===== src/rtl/perceptron_pkg.sv =====
// Shared constants for the perceptron compute sequencer:
// operand width, default accumulator width / timeout and FSM state codes.
package perceptron_pkg;

  localparam int DATA_W    = 8;
  localparam int ACC_W_DEF = 24;
  localparam int TIMED_DEF = 50000;

  localparam logic [1:0] ST_IDLE   = 2'd0;
  localparam logic [1:0] ST_WAIT   = 2'd1;
  localparam logic [1:0] ST_MAC    = 2'd2;
  localparam logic [1:0] ST_FINISH = 2'd3;

endpackage


===== src/rtl/perceptron_sequencer_pair_capture.sv =====
// Per-operand capture: holds the first valid byte seen while enabled.
// Ports: clk, rst, en, valid, data, clear -> hit (flag or capture now), held.
module pair_capture
  import perceptron_pkg::*;
(
  input  logic              clk,
  input  logic              rst,
  input  logic              en,
  input  logic              valid,
  input  logic [DATA_W-1:0] data,
  input  logic              clear,
  output logic              hit,
  output logic [DATA_W-1:0] held
);

  logic flag;

  // hit looks one edge ahead so the FSM can leave WAIT in the capture cycle
  assign hit = flag | (en & valid);

  always_ff @(posedge clk) begin
    if (rst) begin
      flag <= 1'b0;
      held <= '0;
    end else if (clear) begin
      flag <= 1'b0;
    end else if (en && valid && !flag) begin
      flag <= 1'b1;
      held <= data;
    end
  end

endmodule


===== src/rtl/perceptron_sequencer.sv =====
// Perceptron compute controller: pops N input/weight pairs, MACs onto bias.
// Ports: start/n_inputs/bias in, in_/wt_ read/data/valid, busy/done/fire/acc/err.
module perceptron_sequencer
  import perceptron_pkg::*;
#(
  parameter int ACC_W = ACC_W_DEF,
  parameter int TIMED = TIMED_DEF
) (
  input  logic              clk,
  input  logic              nRst,
  input  logic              start,
  input  logic [7:0]        n_inputs,
  input  logic [7:0]        bias,
  output logic              in_read,
  input  logic [7:0]        in_data,
  input  logic              in_valid,
  output logic              wt_read,
  input  logic [7:0]        wt_data,
  input  logic              wt_valid,
  output logic              busy,
  output logic              done,
  output logic              fire,
  output logic [ACC_W-1:0]  acc,
  output logic              err
);

  localparam int TW = $clog2(TIMED + 1);

  logic [1:0]        state;
  logic [7:0]        cnt;
  logic [TW-1:0]     tcnt;
  logic [ACC_W-1:0]  acc_int;

  logic              wait_en;
  logic              in_hit;
  logic              wt_hit;
  logic              both;
  logic              abort;
  logic              clear;
  logic [DATA_W-1:0] in_byte;
  logic [DATA_W-1:0] wt_byte;
  logic signed [15:0] prod;

  assign wait_en = (state == ST_WAIT);
  assign both    = in_hit & wt_hit;
  assign abort   = wait_en & ~both & (tcnt == TW'(TIMED - 1));
  assign clear   = (state == ST_MAC) | abort;
  assign prod    = $signed(in_byte) * $signed(wt_byte);

  pair_capture u_in_cap (
    .clk   (clk),
    .rst   (nRst),
    .en    (wait_en),
    .valid (in_valid),
    .data  (in_data),
    .clear (clear),
    .hit   (in_hit),
    .held  (in_byte)
  );

  pair_capture u_wt_cap (
    .clk   (clk),
    .rst   (nRst),
    .en    (wait_en),
    .valid (wt_valid),
    .data  (wt_data),
    .clear (clear),
    .hit   (wt_hit),
    .held  (wt_byte)
  );

  always_ff @(posedge clk) begin
    if (nRst) begin
      state   <= ST_IDLE;
      cnt     <= '0;
      tcnt    <= '0;
      acc_int <= '0;
      acc     <= '0;
      fire    <= 1'b0;
      busy    <= 1'b0;
      done    <= 1'b0;
      err     <= 1'b0;
      in_read <= 1'b0;
      wt_read <= 1'b0;
    end else begin
      in_read <= 1'b0;
      wt_read <= 1'b0;
      done    <= 1'b0;
      err     <= 1'b0;
      case (state)
        ST_IDLE: begin
          if (start) begin
            acc_int <= ACC_W'($signed(bias));
            busy    <= 1'b1;
            if (n_inputs != 8'd0) begin
              cnt     <= n_inputs;
              tcnt    <= '0;
              in_read <= 1'b1;
              wt_read <= 1'b1;
              state   <= ST_WAIT;
            end else begin
              state <= ST_FINISH;
            end
          end
        end
        ST_WAIT: begin
          if (both) begin
            state <= ST_MAC;
          end else if (abort) begin
            err   <= 1'b1;
            busy  <= 1'b0;
            state <= ST_IDLE;
          end else begin
            tcnt <= tcnt + 1'b1;
          end
        end
        ST_MAC: begin
          acc_int <= acc_int + ACC_W'(prod);
          cnt     <= cnt - 8'd1;
          if (cnt == 8'd1) begin
            state <= ST_FINISH;
          end else begin
            tcnt    <= '0;
            in_read <= 1'b1;
            wt_read <= 1'b1;
            state   <= ST_WAIT;
          end
        end
        default: begin
          acc   <= acc_int;
          fire  <= ~acc_int[ACC_W-1];
          done  <= 1'b1;
          busy  <= 1'b0;
          state <= ST_IDLE;
        end
      endcase
    end
  end

endmodule

===== config.mk =====
export PLATFORM = sky130hd
export DESIGN_NAME = perceptron_sequencer
export DESIGN_NICKNAME = d
export VERILOG_FILES = /design/src/rtl/perceptron_pkg.sv /design/src/rtl/perceptron_sequencer_pair_capture.sv /design/src/rtl/perceptron_sequencer.sv
export SDC_FILE = /design/constraint.sdc
export NUM_CORES = 1
export LEC_CHECK = 0
export ABC_AREA = 1
export BUFFER_PORTS_ARGS = -buffer_cell sky130_fd_sc_hd__buf_2
export CAP_MARGIN = 20
export CORE_MARGIN = 2
export CORE_UTILIZATION = 56
export CTS_CLUSTER_SIZE = 40
export DETAILED_ROUTE_END_ITERATION = 7
export PLACE_DENSITY = 0.86
export SYNTH_ARGS = -nofsm -noshare
export SYNTH_HDL_FRONTEND = slang
export SYNTH_HIERARCHICAL = 1
export SYNTH_SLANG_ARGS = --single-unit

===== constraint.sdc =====
create_clock -name clk -period 5.54 [get_ports clk]
set_input_delay 1.108 -clock clk [delete_from_list [all_inputs] [get_ports clk]]
set_output_delay 1.108 -clock clk [all_outputs]
set_load 0.01 [all_outputs]

After elaboration in Yosys (flattened, before gate mapping) --
Index checks and enable logic that the tools add are counted.
Cells by class: reductions and logical operators 20, multiplexer cells 27, bitwise operators 13, equal/unequal tests 11, add/subtract/negate cells 3, multipliers 1
Operators with widths (count):
- $mux 16 | 5
- $pmux 16 s3 | 1
- $pmux 24 s2 | 1
- $add 24x24->24 | 1
- $mux 24 | 1
- $add 16x1->16 const B | 1
- $eq 16x16->1 const B | 1
- $mul 8x8->16 | 1
- $mux 8 | 2
- $pmux 8 s2 | 1
- $ne 2x2->1 const B | 6
- $mux 2 | 5
- $eq 8x1->1 const B | 1
- $mux 1 | 8
- $reduce_and 2->1 | 4
- $reduce_bool 8->1 | 1
- $sub 8x1->8 const B | 1
- $pmux 2 s3 | 1
- $reduce_and 6->1 | 1
- $reduce_or 3->1 | 2
- $and 1x1->1 | 5
- $not 1->1 | 5
- $logic_and 1x1->1 | 4
- $reduce_and 4->1 | 1
- 12 further kinds | 15
Storage, ports and cells: output and inout bits 30, bits of input ports 37, flip-flop bits (word level) 97, word-level logic and storage cells 89

Depth between registers and ports, before layout --
Gate-level depths: netlist of the first run.
word-level depth 10, gate-level depth with buffers 31

By module --
Netlist of the first run, hierarchy kept.
By module, submodules not included:
- perceptron_sequencer | times used 1, cells an instance 1122, area an instance 7567.3 um^2
- pair_capture | times used 2, cells an instance 59, area an instance 446.7 um^2

Least setup slack after synthesis of the first run --
OpenSTA, ideal clock, no wires.
kind reg-to-reg, start point register u_wt_cap.held[7], end point register acc_int[13], stages on the path, launching flop included 27, slack 0.040 ns, data arrival time 5.367 ns, clock period less this slack 5.500 ns, required time 5.407 ns, cell sequence dfxtp_1 -> inv_1 -> or2_2 -> fa_1 -> fa_1 -> inv_1 -> fa_1 -> inv_1 -> fa_1 -> inv_1 -> ha_1 -> inv_1 -> o21ai_0 -> a21oi_1 -> o21ai_0 -> xnor2_1 -> inv_1 -> ha_1 -> a21oi_1 -> o21bai_1 -> inv_1 -> o21ai_0 -> inv_1 -> nand2_1 -> or2_2 -> nand3_1 -> a21oi_1
Between the ends: word-level cells in the longest chain between the ends 3
Ends and longest elaborated chain:
- start: declaration | RTL line perceptron_sequencer_pair_capture.sv:13 | output logic [DATA_W-1:0] held
- start signal: assignment | RTL line perceptron_sequencer_pair_capture.sv:29 | held <= data;
- $mul 8x8->16 | RTL line perceptron_sequencer.sv:48 | assign prod = $signed(in_byte) * $signed(wt_byte);
- $add 24x24->24 | RTL line perceptron_sequencer.sv:118 | acc_int <= acc_int + ACC_W'(prod);
- $pmux 24 s2 | RTL line perceptron_sequencer.sv:90 | case (state)
- end signal: assignment | RTL line perceptron_sequencer.sv:93 | acc_int <= ACC_W'($signed(bias));
- end signal: assignment | RTL line perceptron_sequencer.sv:118
- end: declaration | RTL line perceptron_sequencer.sv:32 | logic [ACC_W-1:0] acc_int;
Every way passes these cells. A chain may end at the register's enable or synchronous reset.

Final worst setup path of the first run --
start point register u_wt_cap.held[2], end point register acc_int[19]
The elaborated chain is that of the path after synthesis.

==> impl_results.md, run 1 <==
* Initial antenna violation count at 0
* Drt total wl at roughly 22 mm
* Mean post-synth cell area at 6.82 um2
* Drt initial violations at 491
* Number of flops mapped to enable cells by yosys at 0
* Final hold violation count at 0
* HPWL Detailed at between 15 and 20 mm
* Actual slew at the worst max-slew pin at between 1 and 1.5 ns
* Cell area after layout at roughly 10,000 um2
* Floorplan row count at 44
* Largest net degree at the start of global routing at 34
* Setup_tns at 0 ns
* Die X at approximately 130 um
* Max Fclk at around 180 MHz
* Power Dens Cells at about 200 nW/um2
* GPL Wtd Cong at ~0.9
* Total clock buffers created by CTS at 9
* Crit end category: register
* Cell variety after synth at 45
* Pwr Total at 2.02 mW
* Outcome: finished, final reports clean
* Crit-path max FO at 5
* Hold path depth at 2
* Maximum VDD drop at about 0.16 mV
* Asr flop ratio synth at 0
* Area grow syn2layout at 19.8%
* Setup violations, final at 0
* R2R Path End: acc_int[19]
* Number of nets with antenna violations after routing at 0
* Critical Path Most Common Cell: nand2_1
* Layout cells sized above 1 at 0.229
* Core area at ~15,000 um2
* Lkg Pwr at 5.21 nW
* R2R depth at 29
* Drt via density at between 5 and 6
* Max incr delay on CP at 0.57 ns
* Clock slew at reported path FFs at roughly 0.080 ns
* Storage cell area at 1980 um2
* Vias in the first global route at about 7,900
* Worst skew pair latency at about 0.36 ns
* RR Startpoint: u_wt_cap/held[2]
* Via Count at 8,268
* TritonCTS Sinks at 97
* Overflow after GRT at 0
* # nets final at around 1,500
* Post-layout minimum cycle time at 5.45 ns
* Largest cells by area after synthesis: dfxtp_1, fa_1, nand2_1
* CP max stage cell: fa_1
* Hold endpoint: cnt[7]
* IO Port Bufs at 66
* DR WL/cell at ~14 um
* Post-synth top area cell: dfxtp_1
* Yosys reg bits at a little under 100
* Total Routing Usage GR at 0.262
* CTS tree: yes
* Startpoint Class: register
* # DRC at 0
* Number of I/O pins at 67
* Slew Limit Fails at 0
* Hold crit path type: register to register
* Tcrit/Tclk final at 0.983
* Chip Height at approximately 130 um
* Initial core utilization at 0.578
* Area of the multi-input gates at 5880 um2
* First-pass GRT wire length at roughly 35 mm
* Mapped Nets at between 1,000 and 1,500
* Synth warn at 6
* Crit Path Class: register to register
* H-tree depth at 3
* Slew headroom at 0.291
* Max Cap Viol at 0
* Hold Startpoint: cnt[7]
* Sequential area share after synthesis at 0.230
* Cell area after synthesis at approximately 8500 um2
* Antenna cells at 0
* CTS Root Cell: clkbuf_16
* Synth Flop Type: dfxtp_1
* Area after DPL at about 9300 um2
* CP Data Arrival Time at 5.73 ns
* Synth Instances at roughly 1,200
* Yosys top cell area share at 0.230
* Critical path data required time at 5.82 ns
* RSZ-0062 raised after global routing: yes
* Clock Path Buffers at 2
* Setup Skew at roughly 0.013 ns
* Final Util at 0.692
* Die area at about 16,000 um2
* FF-to-FF setup slack at approximately 0.094 ns
* Filler Cells Inserted at about 1,200
* DRT Pass-1 Iters at 5
[worst max-delay path: cells and delay by family (launching register included)]
family,cells,cell delay (ns)
flops,1,0.37
buf+inv,5,0.52
simple gates,12,1.13
xor+xnor,1,0.20
compound gates,5,0.75
fa+ha+maj,6,2.41
[Yosys cell counts (4+ instances only)]
cell / n
a211oi_1: 4
a21o_1: 4
a21oi_1: 71
a21oi_2: 17
a31oi_1: 4
buf_4: 4
clkbuf_1: 31
dfxtp_1: 97
fa_1: 56
ha_1: 56
inv_1: 228
inv_2: 8
nand2_1: 256
nand3_1: 78
nand3b_1: 7
nand4_1: 15
nor2_1: 143
nor3_1: 14
o21ai_0: 76
or2_2: 7
xnor2_1: 10
xor2_1: 15
[routing by layer]
layer	track usage	part of all wire
met1	0.327	0.43
met2	0.454	0.49
met3	0.0434	0.049
met4	0.100	0.030
met5	0	0
[layout by cell type, fill, tap and decap left out, types with 3 or more instances in the layout]
cell type  synthesis  routed
nand3b_1           7       7
nand4_1           15      15
nor2_1           143     131
nor3_1            14      11
nand3_1           78      72
dfxtp_4            0       7
nand2_2            1      14
o21ai_0           76      70
o21ai_2            0       4
buf_2              2      66
clkbuf_16          0       9
ha_4               0      14
a21oi_1           71      53
ha_1              56      40
buf_6              2       5
or2_2              7       7
o21ai_1            3       4
nor3_2             0       3
nand2_1          256     240
a21oi_2           17      34
inv_1            228     208
buf_4              4      63
nand2_4            0       3
fa_1              56      56
a31oi_1            4       3
inv_6              0       3
a21o_1             4       4
dfxtp_1           97      83
nand3_2            0       5
xnor2_1           10      10
nor2_4             3       5
nor2_2             3      13
xor2_1            15      15
a211oi_1           4       3
inv_2              8      28
dfxtp_2            0       7
[cell type report]
type / instances / area share
Multi-Input combinational cell: 864 / 0.580
Clock inverter: 7 / 0.00703
Timing Repair Buffer: 134 / 0.0848
Inverter: 237 / 0.0880
Clock buffer: 9 / 0.0222
Tap cell: 184 / 0.0227
Sequential cell: 97 / 0.195
[power by group]
part / internal [mW] / total, mW / switching [mW] / leakage (nW)
combinational: 0.261 / 0.616 / 0.355 / 4.27
sequential: 0.731 / 0.773 / 0.0414 / 0.800
clock: 0.319 / 0.633 / 0.315 / 0.146
total: 1.31 / 2.02 / 0.711 / 5.21
[cell families after synthesis]
group,share of synthesized area
AND/OR/NAND/NOR,0.272
adder cells (fa/ha/maj),0.215
flip-flops,0.230
XOR/XNOR,0.0259
buffers and inverters,0.131
AO/OA/AOI/OAI,0.127
[worst max-delay path by stage]
stage / slack (ns) / to / cells past startpoint / from
floorplan: 0.04 / acc_int[13] / 26 / u_wt_cap/held[7]
global route: -0.1 / acc_int[23] / 30 / u_wt_cap/held[2]
CTS: 0.02 / acc_int[23] / 28 / u_wt_cap/held[7]
finish: 0.09 / acc_int[19] / 29 / u_wt_cap/held[2]
global placement: -0.06 / acc_int[20] / 26 / u_wt_cap/held[7]
detailed placement: -0.24 / acc_int[17] / 24 / u_wt_cap/held[7]
[per-stage QoR]
step                setup slack, ns  hold slack, ns  cells
global placement            -0.0568           0.454   1506
global route                -0.0976           0.498   1532
CTS                          0.0159           0.480   1522
detailed placement           -0.236           0.467   1506
floorplan                    0.0400           0.445   1240
finish                       0.0940           0.477   1532
[what timing repair did]
action / 4_1_cts / 5_1_grt
gates cloned: 0 / 1
setup buffers: 0 / 9
gates resized for setup: 17 / 128
pin swaps: 5 / 57
endpoints found under the setup margin: 12 / 12
hold buffers: 0 / 0
[registers in the layout, summed over array words and instances (netlist names), 2 cells and up]
signal	flops
acc	24
state	2
u_in_cap/held	8
acc_int	24
tcnt	16
u_wt_cap/held	8
cnt	8
(Power assumes the default switching activity.)
==> inputs of run 2 (changes only) <==
--- a/config.mk
+++ b/config.mk
@@ -8,8 +8,10 @@
 export ABC_AREA = 1
 export BUFFER_PORTS_ARGS = -buffer_cell sky130_fd_sc_hd__buf_2
 export CAP_MARGIN = 20
+export CELL_PAD_IN_SITES_DETAIL_PLACEMENT = 1
+export CELL_PAD_IN_SITES_GLOBAL_PLACEMENT = 1
 export CORE_MARGIN = 2
-export CORE_UTILIZATION = 56
+export CORE_UTILIZATION = 40
 export CTS_CLUSTER_SIZE = 40
 export DETAILED_ROUTE_END_ITERATION = 7
 export PLACE_DENSITY = 0.86
==> run 2 against run 1 <==
The run now ends with setup timing left. Non-clock buffer count up 24. Critical path depth increased by 1. Maximum frequency down 3.0%. Largest cell class unchanged. Highest routed layer unchanged.
==> impl_results.md, run 2 (same netlist as run 1, synthesis figures left out) <==
* Crit end category: register
* HPWL Detailed at 20.4 mm (+31%)
* # DRC at 0 (unchanged)
* Crit Path Class: register to register
* R2R Path End: acc_int[17]
* R2R depth at 30 (+3.4%)
* Commonest non-fill, non-tap cell in the layout: nand2_1
* Drt total wl at 29.5 mm (+35%)
* DR WL/cell at 17.9 um (+26%)
* RR Startpoint: u_wt_cap/held[2]
* Hold crit path type: register to register
* First-pass GRT wire length at 43.6 mm (+24%)
* Violated checks: setup timing
* CP Data Arrival Time at 5.88 ns (+0.15 ns)
* Setup Skew at 0.00763 ns (-0.00552 ns)
* Storage cell area at 1980 um2 (about the same)
* Number of nets with antenna violations after routing at 0 (unchanged)
* Max incr delay on CP at 0.54 ns (-0.03 ns)
* Max Cap Viol at 0 (unchanged)
* Initial antenna violation count at 0 (unchanged)
* IO Port Bufs at 66 (unchanged)
* Final Util at 0.511 (-0.182)
* Power Dens Cells at 201 nW/um2 (+0.68%)
* Non-filler cells, final at 1,647 (+7.5%)
* Hold Startpoint: acc[23]
* Crit path setup slack, layout at -0.0722 ns (-0.166 ns)
* Worst skew pair latency at 0.37 ns (about the same)
* Core area at 20,900 um2 (+43%)
* Outcome: finished with violations
* Number of I/O pins at 67 (unchanged)
* Startpoint Class: register
* CTS tree: yes
* Critical path data required time at 5.81 ns (about the same)
* H-tree depth at 3 (unchanged)
* Clock slew at reported path FFs at 0.08 ns (about the same)
* Max layer used: met4
* GPL Wtd Cong at 0.892 (-0.91%)
* Via Count at 8,706 (+5.3%)
* Filler Cells Inserted at 2,683 (+130%)
* CP max stage cell: fa_1
* Critical Path Most Common Cell: inv_1
* TritonCTS Sinks at 97 (unchanged)
* Setup_tns at -0.0722 ns (-0.0722 ns)
* Routed length on met3 at 985 um (-8.1%)
* Largest net degree at the start of global routing at 34 (unchanged)
* Die X at 149 um (+18%)
* Vias in the first global route at 9,116 (+16%)
* Pwr Total at 2.14 mW (+5.9%)
* # nets final at 1,516 (+1.6%)
* Cell area after layout at 10,700 um2 (+5.2%)
* Most frequent cells in the layout: nand2_1, inv_1, nor2_1
* Antenna cells at 0 (unchanged)
* RSZ-0062 raised after global routing: yes
* Hold path depth at 2 (unchanged)
* Area grow syn2layout at 26.1%
* Maximum VDD drop at 0.144 mV (-8.5%)
* Met2 WL at 15.7 mm (+47%)
* Lkg Pwr at 5.41 nW (+3.7%)
* Layout cells sized above 1 at 0.259 (+0.0295)
* Smallest hold slack at 0.471 ns (-0.00601 ns)
* Actual slew at the worst max-slew pin at 1.03 ns (-0.0269 ns)
* Floorplan row count at 53 (+20%)
* Clock Path Buffers at 2 (unchanged)
* Placed cell count at 1,614 (+7.2%)
* Final hold violation count at 0 (unchanged)
* Slew headroom at 0.310 (+0.0196)
* Initial core utilization at 0.405 (-0.173)
* Setup violations, final at 1 (+1)
* Drt via density at 5.29 (-2.1%)
* Drt initial violations at 408 (-17%)
* Post-Place Setup Slack at -0.377 ns (-0.142 ns)
* Slew Limit Fails at 0 (unchanged)
* Area after DPL at 9490 um2 (+2.6%)
* Hold_buf cts at 0 (unchanged)
* Max Fclk at 178 MHz (-3.0%)
* Overflow after GRT at 0 (unchanged)
* Die area at 22,300 um2 (+39%)
* Crit-path max FO at 7 (+2)
* Hold endpoint: acc[23]
* DRT Pass-1 Iters at 4 (-1)
* Area of the multi-input gates at 6120 um2 (+4.1%)
* CTS Root Cell: clkbuf_16
* Metal-1 WL at 11.7 mm (+24%)
* Post-layout minimum cycle time at 5.61 ns (+0.166 ns)
* FF-to-FF setup slack at -0.07 ns (-0.17 ns)
* Tcrit/Tclk final at 1.01 (+0.0300)
* Total clock buffers created by CTS at 9 (unchanged)
* Total Routing Usage GR at 0.242 (-0.0198)
* Biggest regs: acc: 24 flops, acc_int: 24 flops, tcnt: 16 flops
* Chip Height at 149 um (+18%)
-- run 2: area by class of cell --
| type | count | share of cell area |
|---|---|---|
| clock buffer | 9 | 0.0211 |
| clock inverter | 7 | 0.00598 |
| inverter | 237 | 0.0843 |
| sequential | 97 | 0.185 |
| timing repair buffer | 158 | 0.0971 |
| tap | 275 | 0.0323 |
| multi-input combinational | 864 | 0.574 |
-- run 2: repair_timing --
| action | 4_1_cts | 5_1_grt |
|---|---|---|
| gates resized for setup | 61 | 121 |
| endpoints found under the setup margin | 12 | 12 |
| cloned | 1 | 0 |
| buffers inserted | 2 | 14 |
| pin swaps | 14 | 71 |
-- run 2: where the power goes --
group	switching (mW)	internal (mW)
registers	0.0455	0.731
logic	0.419	0.303
clock network	0.329	0.315
total	0.793	1.35
-- run 2: worst max-delay path: cells and delay by family (launching register included) --
family	cells	cell delay, ns
adder cells (fa/ha/maj)	6	2.61
buffers and inverters	8	0.71
flip-flops	1	0.37
AND/OR/NAND/NOR	13	1.20
AO/OA/AOI/OAI	2	0.43
XOR/XNOR	1	0.20
-- run 2: how the worst max path moves through the flow --
stage / startpoint / to / slack, ns / cells past startpoint
after global routing: u_in_cap/held[7] / acc_int[17] / -0.31 / 31
after global placement: u_wt_cap/held[7] / acc_int[20] / -0.15 / 26
final: u_wt_cap/held[2] / acc_int[17] / -0.07 / 30
after detailed placement: u_wt_cap/held[7] / acc_int[23] / -0.38 / 27
after floorplan: u_wt_cap/held[7] / acc_int[13] / 0.04 / 26
after CTS: u_wt_cap/held[7] / acc_int[20] / -0.004 / 26
-- run 2: routing by layer --
layer	track usage	vias up
li1	-	4132
met1	0.275	4270
met2	0.464	214
met3	0.0296	90
met4	0.0824	0
met5	0	-
